$ cat config.mk
export PLATFORM = sky130hd
export DESIGN_NAME = reg_file_flat
export DESIGN_NICKNAME = d
export VERILOG_FILES = /design/src/rtl/reg_file_if.sv /design/src/rtl/reg_file.sv /design/src/flat_wrapper.sv
export SDC_FILE = /design/constraint.sdc
export NUM_CORES = 1
export LEC_CHECK = 0
export CELL_PAD_IN_SITES_DETAIL_PLACEMENT = 0
export CELL_PAD_IN_SITES_GLOBAL_PLACEMENT = 1
export CORE_AREA = 3 3 218 220
export DETAILED_ROUTE_END_ITERATION = 16
export DIE_AREA = 0 0 221 223
export GPL_TIMING_DRIVEN = 0
export PLACE_DENSITY = 0.66
export SKIP_LAST_GASP = 1
export SYNTH_ARGS = -nofsm -noshare
export SYNTH_HDL_FRONTEND = slang
export SYNTH_SLANG_ARGS = --single-unit
$ cat constraint.sdc
create_clock -name clk -period 3.61 [get_ports clk]
set_input_delay 0.9025 -clock clk [delete_from_list [all_inputs] [get_ports clk]]
set_output_delay 0.9025 -clock clk [all_outputs]
set_load 0.02 [all_outputs]
$ cat src/rtl/reg_file_if.sv
// Register-file bus: writeback, read ports, scoreboard and status.
interface reg_file_if #(
  parameter int unsigned WIDTH = 16
);
  logic [15:0]      we;
  logic [WIDTH-1:0] wdata;
  logic [3:0]       ra;
  logic [3:0]       rb;
  logic             bs_v;
  logic [3:0]       bs_addr;
  logic [WIDTH-1:0] rda;
  logic [WIDTH-1:0] rdb;
  logic             rda_busy;
  logic             rdb_busy;
  logic [15:0]      busy;
  logic             we_err;

  modport master (
    output we, wdata, ra, rb, bs_v, bs_addr,
    input  rda, rdb, rda_busy, rdb_busy, busy, we_err
  );

  modport slave (
    input  we, wdata, ra, rb, bs_v, bs_addr,
    output rda, rdb, rda_busy, rdb_busy, busy, we_err
  );
endinterface

$ cat src/rtl/reg_file.sv
// 16-entry register file with two registered read ports and a busy scoreboard.
// Optional macro REGFILE_BYPASS_EN forwards same-edge writes to the read ports.
module reg_file #(
  parameter int unsigned WIDTH = 16
) (
  input logic       clk,
  input logic       rst,
  reg_file_if.slave bus
);
  localparam int unsigned NREG = 16;

  logic [WIDTH-1:0] regs [NREG];
  logic [NREG-1:0]  busy_q;
  logic [WIDTH-1:0] rda_q, rdb_q;
  logic             rda_busy_q, rdb_busy_q;
  logic             we_err_q;

  logic             wr_onehot_c;
  logic             wr_multi_c;
  logic [NREG-1:0]  clr_mask_c;
  logic [NREG-1:0]  set_mask_c;
  logic [NREG-1:0]  busy_nxt_c;
  logic [WIDTH-1:0] rda_nxt_c, rdb_nxt_c;
  logic             rda_busy_nxt_c, rdb_busy_nxt_c;

  // Write legality and scoreboard update; a new claim beats a completing write.
  always_comb begin
    wr_onehot_c = (bus.we != '0) && ((bus.we & (bus.we - 16'd1)) == '0);
    wr_multi_c  = (bus.we != '0) && !wr_onehot_c;
    clr_mask_c  = wr_onehot_c ? bus.we : '0;
    set_mask_c  = bus.bs_v ? (NREG'(1) << bus.bs_addr) : '0;
    busy_nxt_c  = (busy_q & ~clr_mask_c) | set_mask_c;
  end

  // Read-port next values; forwarding only ever uses a legal one-hot write.
  always_comb begin
    rda_nxt_c      = regs[bus.ra];
    rdb_nxt_c      = regs[bus.rb];
    rda_busy_nxt_c = busy_q[bus.ra];
    rdb_busy_nxt_c = busy_q[bus.rb];
`ifdef REGFILE_BYPASS_EN
    if (clr_mask_c[bus.ra]) begin
      rda_nxt_c      = bus.wdata;
      rda_busy_nxt_c = set_mask_c[bus.ra];
    end
    if (clr_mask_c[bus.rb]) begin
      rdb_nxt_c      = bus.wdata;
      rdb_busy_nxt_c = set_mask_c[bus.rb];
    end
`endif
  end

  always_ff @(posedge clk) begin
    if (rst) begin
      for (int n = 0; n < NREG; n++) regs[n] <= '0;
      busy_q     <= '0;
      rda_q      <= '0;
      rdb_q      <= '0;
      rda_busy_q <= 1'b0;
      rdb_busy_q <= 1'b0;
      we_err_q   <= 1'b0;
    end else begin
      for (int n = 0; n < NREG; n++) begin
        if (clr_mask_c[n]) regs[n] <= bus.wdata;
      end
      busy_q     <= busy_nxt_c;
      rda_q      <= rda_nxt_c;
      rdb_q      <= rdb_nxt_c;
      rda_busy_q <= rda_busy_nxt_c;
      rdb_busy_q <= rdb_busy_nxt_c;
      if (wr_multi_c) we_err_q <= 1'b1;
    end
  end

  assign bus.rda      = rda_q;
  assign bus.rdb      = rdb_q;
  assign bus.rda_busy = rda_busy_q;
  assign bus.rdb_busy = rdb_busy_q;
  assign bus.busy     = busy_q;
  assign bus.we_err   = we_err_q;
endmodule

$ cat src/flat_wrapper.sv
// flat-port wrapper written by rule: the top's interface ports become plain ports
module reg_file_flat 
#(
  parameter int unsigned WIDTH = 16
)
  (clk, rst, bus_we, bus_wdata, bus_ra, bus_rb, bus_bs_v, bus_bs_addr, bus_rda, bus_rdb, bus_rda_busy, bus_rdb_busy, bus_busy, bus_we_err);
  reg_file_if #(.WIDTH(WIDTH)) bus_i ();
  input logic clk;
  input logic rst;
  input wire logic [$bits(bus_i.we)-1:0] bus_we;
  input wire logic [$bits(bus_i.wdata)-1:0] bus_wdata;
  input wire logic [$bits(bus_i.ra)-1:0] bus_ra;
  input wire logic [$bits(bus_i.rb)-1:0] bus_rb;
  input wire logic [$bits(bus_i.bs_v)-1:0] bus_bs_v;
  input wire logic [$bits(bus_i.bs_addr)-1:0] bus_bs_addr;
  output wire logic [$bits(bus_i.rda)-1:0] bus_rda;
  output wire logic [$bits(bus_i.rdb)-1:0] bus_rdb;
  output wire logic [$bits(bus_i.rda_busy)-1:0] bus_rda_busy;
  output wire logic [$bits(bus_i.rdb_busy)-1:0] bus_rdb_busy;
  output wire logic [$bits(bus_i.busy)-1:0] bus_busy;
  output wire logic [$bits(bus_i.we_err)-1:0] bus_we_err;
  assign bus_i.we = bus_we;
  assign bus_i.wdata = bus_wdata;
  assign bus_i.ra = bus_ra;
  assign bus_i.rb = bus_rb;
  assign bus_i.bs_v = bus_bs_v;
  assign bus_i.bs_addr = bus_bs_addr;
  assign bus_rda = bus_i.rda;
  assign bus_rdb = bus_i.rdb;
  assign bus_rda_busy = bus_i.rda_busy;
  assign bus_rdb_busy = bus_i.rdb_busy;
  assign bus_busy = bus_i.busy;
  assign bus_we_err = bus_i.we_err;
  reg_file #(.WIDTH(WIDTH)) u_core (.clk(clk), .rst(rst), .bus(bus_i));
endmodule
==> reports/qor.txt <==
max frequency: 286 MHz
critical path peak fanout: 10
total power: 0.00887 W
WL/cell: 29.2 um
Slew headroom: 25.7%
Hold Slack: 0.541 ns
Routed WL: 50.6 mm
Post-synth top cells: edfxtp_1 (256), mux4_2 (170), nor4_2 (110)
Final HPWL DP: 38.2 mm
critical path type: input pin to register
placed cell area: 0.0179 mm2
CP arrival: 3.75 ns
total core area: 0.0455 mm2
Leakage: 5.79 nW
power density over cell area: 461 mW/mm2
top-count cell post-synth: edfxtp_1
initial core utilization: 35.0%
area grow syn2layout: 21.0%
top_reg_cell synth: edfxtp_1
synth top area cells: edfxtp_1 (48%), mux4_2 (24%), nor4_2 (8.6%)
Die W: 221 um
placed cells: 1655
period utilization: 96.8%
final antenna-violating net count: 0
H-tree Lvls: 2
Clk pwr share: 39.4%
height of the chip: 223 um
RSZ-0062 raised after global routing: false
Worst Path Buf+Inv: 8
sequential cell area fraction in the yosys report: 54.7%
Setup Skew: 0.0299 ns
Synth cell types: 38
slowest cell delay on critical path: 0.47 ns
Max IR drop VDD: 0.000290 V
fin. max-slew vios: 0
Reg power frac: 46.9%
final setup TNS: 0 ns
ratio of cells with drive above 1 in the final layout: 37.5%
pin count of the biggest net entering global routing: 17
Crit path required time: 3.87 ns
total global routing overflow: 0
CP endpoint kind: register
CTS tree: built
Synth Cell Area: 0.0159 mm2
Worst setup SP type: input pin
Clock Pin Slew Worst Setup and Hold Paths: 0.06 ns
Clock Sinks: 307
Warnings, synthesis: 0
first-pass GRT wire length: 74.1 mm
outcome: finished clean
switching power: 0.00215 W
Max-Cap Viols: 0
Skew-Pair Late Insertion Delay: 0.52 ns
switching share of power: 24.3%
# DRC: 0
syn_area_per_cell: 16.7 um2
1st-iter DRT viols: 1149
Slew @ Worst Pin: 1.11 ns
Max stage delay cell, worst path: clkbuf_4
vias per cell: 5.98
fill count: 4073
Top cell by count, worst path: clkbuf_1
cells along the critical path: clkdlybuf4s50_1, clkbuf_1, inv_1, clkbuf_2, clkbuf_1, clkbuf_4, o31ai_4, buf_4, buf_8
multi-input logic area: 0.00676 mm2
post-route cell area: 0.0193 mm2
Hold Violations, Final: 0
Post-synth EDFFs: 256
die footprint: 0.0493 mm2
combinational share of power: 13.7%
ant diodes: 0
DRT Pass-1 Iters: 5
Synth top area share: 48.3%
routability cong.: 0.870
Synthesized Nets: 1001
Async S/R FF share, synth: 0%
Largest delay share family, worst path: buffers and inverters
# IOs: 98
Root Driver: clkbuf_16
internal power: 0.00672 W
initial antenna violation count: 2
Seq cells post-synth: 307
Gate Count Post-Synth: 954
total CTS buffers: 34
# port buffers: 87
clk buf depth: 3
fin nets: 1154
DR vias: 10.4k
num rows: 78
Yosys top cell by area: edfxtp_1
register area: 0.00871 mm2
final std cells w/o fill: 1732
Tightest Hold Check Type: register to register
Tmin final: 3.49 ns
vias in the first global route: 10.7k
gr usage total: 20.4%
final setup fails: 0
==> per-stage QoR <==
stage	worst slack (ns)	util [%]
after floorplan	-0.132	-
after global placement	-3.07	38.6
after detailed placement	-1.44	39.5
after CTS	0.00286	42.3
after global routing	0.000627	42.3
final	0.116	42.3
==> final timing paths <==
check | start | end | slack [ns] | cells after the start
setup / recovery | rst | u_core.regs[12][12] | 0.12 | 9
hold / removal | u_core.bus.we_err | u_core.bus.we_err | 0.54 | 1
setup reg to reg | u_core.regs[6][1] | u_core.bus.rda[1] | 1.88 | 3
hold reg to reg | u_core.bus.we_err | u_core.bus.we_err | 0.54 | 1
==> placed cells by master (no fill, tap or decap), drive strengths merged <==
cell	count
dfxtp	51
nor2b	4
bufinv	3
o21ai	8
o41a	2
nand4	3
nand2b	2
a21oi	19
nor3b	1
o21a	2
nor4	162
nand2	23
nor3	5
edfxtp	256
nor2	14
clkdlybuf4s50	87
a31oi	10
buf	81
o31ai	17
clkbuf	118
a311oi	8
mux4	170
inv	25
o31a	2
a41oi	1
nor4bb	1
clkinv	16
and4	1
a211oi	1
clkdlybuf4s15	1
and3	1
nand3	3
and2	34
==> sequential cells by signal, summed over array words and instances (netlist names) <==
signal               count
u_core.bus.rda          16
u_core.regs            256
u_core.bus.rdb_busy      1
u_core.bus.we_err        1
u_core.bus.busy         16
u_core.bus.rda_busy      1
u_core.bus.rdb          16
==> power groups by stage <==
stage | Combinational [W] | Clock, W | Sequential [W]
2_1_floorplan | 0.000651 | 0 | 0.00426
3_3_place_gp | 0.00114 | 0 | 0.00423
3_5_place_dp | 0.00119 | 0 | 0.00424
4_1_cts | 0.00121 | 0.00353 | 0.00416
5_1_grt | 0.00127 | 0.00367 | 0.00419
6_report | 0.00121 | 0.00350 | 0.00417
==> what timing repair did <==
| item | 4_1_cts | 5_1_grt |
|---|---|---|
| setup endpoints to repair | 270 | 194 |
| setup buffers | 13 | 3 |
| endpoints found under the hold margin | 0 | 0 |
| resized for setup | 14 | 7 |
| hold buffers | 0 | 0 |
| pin swaps | 9 | 2 |
==> layer usage <==
| layer | part of all wire [%] | wire (um) | vias to the layer above | track usage, % |
|---|---|---|---|---|
| met5 | 0 | 0 | - | 0 |
| met4 | 2.8 | 1390 | 0 | 5.90 |
| met3 | 8.3 | 4200 | 68 | 3.74 |
| met2 | 49 | 25000 | 473 | 34.1 |
| met1 | 40 | 20000 | 5506 | 27.3 |
| li1 | - | - | 4319 | - |
==> worst reg2reg max path, delay by kind of cell (launching register included) <==
family | cells | cell delay, ns
multiplexers | 2 | 1.07
flip-flops | 1 | 0.40
AND/OR/NAND/NOR | 1 | 0.17
==> cell type report <==
class	instances	area share, %
inverters	33	0.643
clock buffers	50	5.11
multi-input cells	494	35.1
plain buffers	120	3.11
repair buffers	117	6.26
flip-flops and latches	307	45.2
well taps	600	3.90
clock inverters	11	0.669
==> cells by family (layout without fill, tap and decap cells) <==
| kind of cell | count (synthesis) | after routing | share of synthesized area (%) |
|---|---|---|---|
| AND/OR/NAND/NOR | 254 | 254 | 13.8 |
| buffers and inverters | 153 | 331 | 4.39 |
| multiplexers | 170 | 170 | 24.1 |
| AO/OA/AOI/OAI | 70 | 70 | 3.00 |
| flip-flops | 307 | 307 | 54.7 |
(Power assumes the default switching activity.)
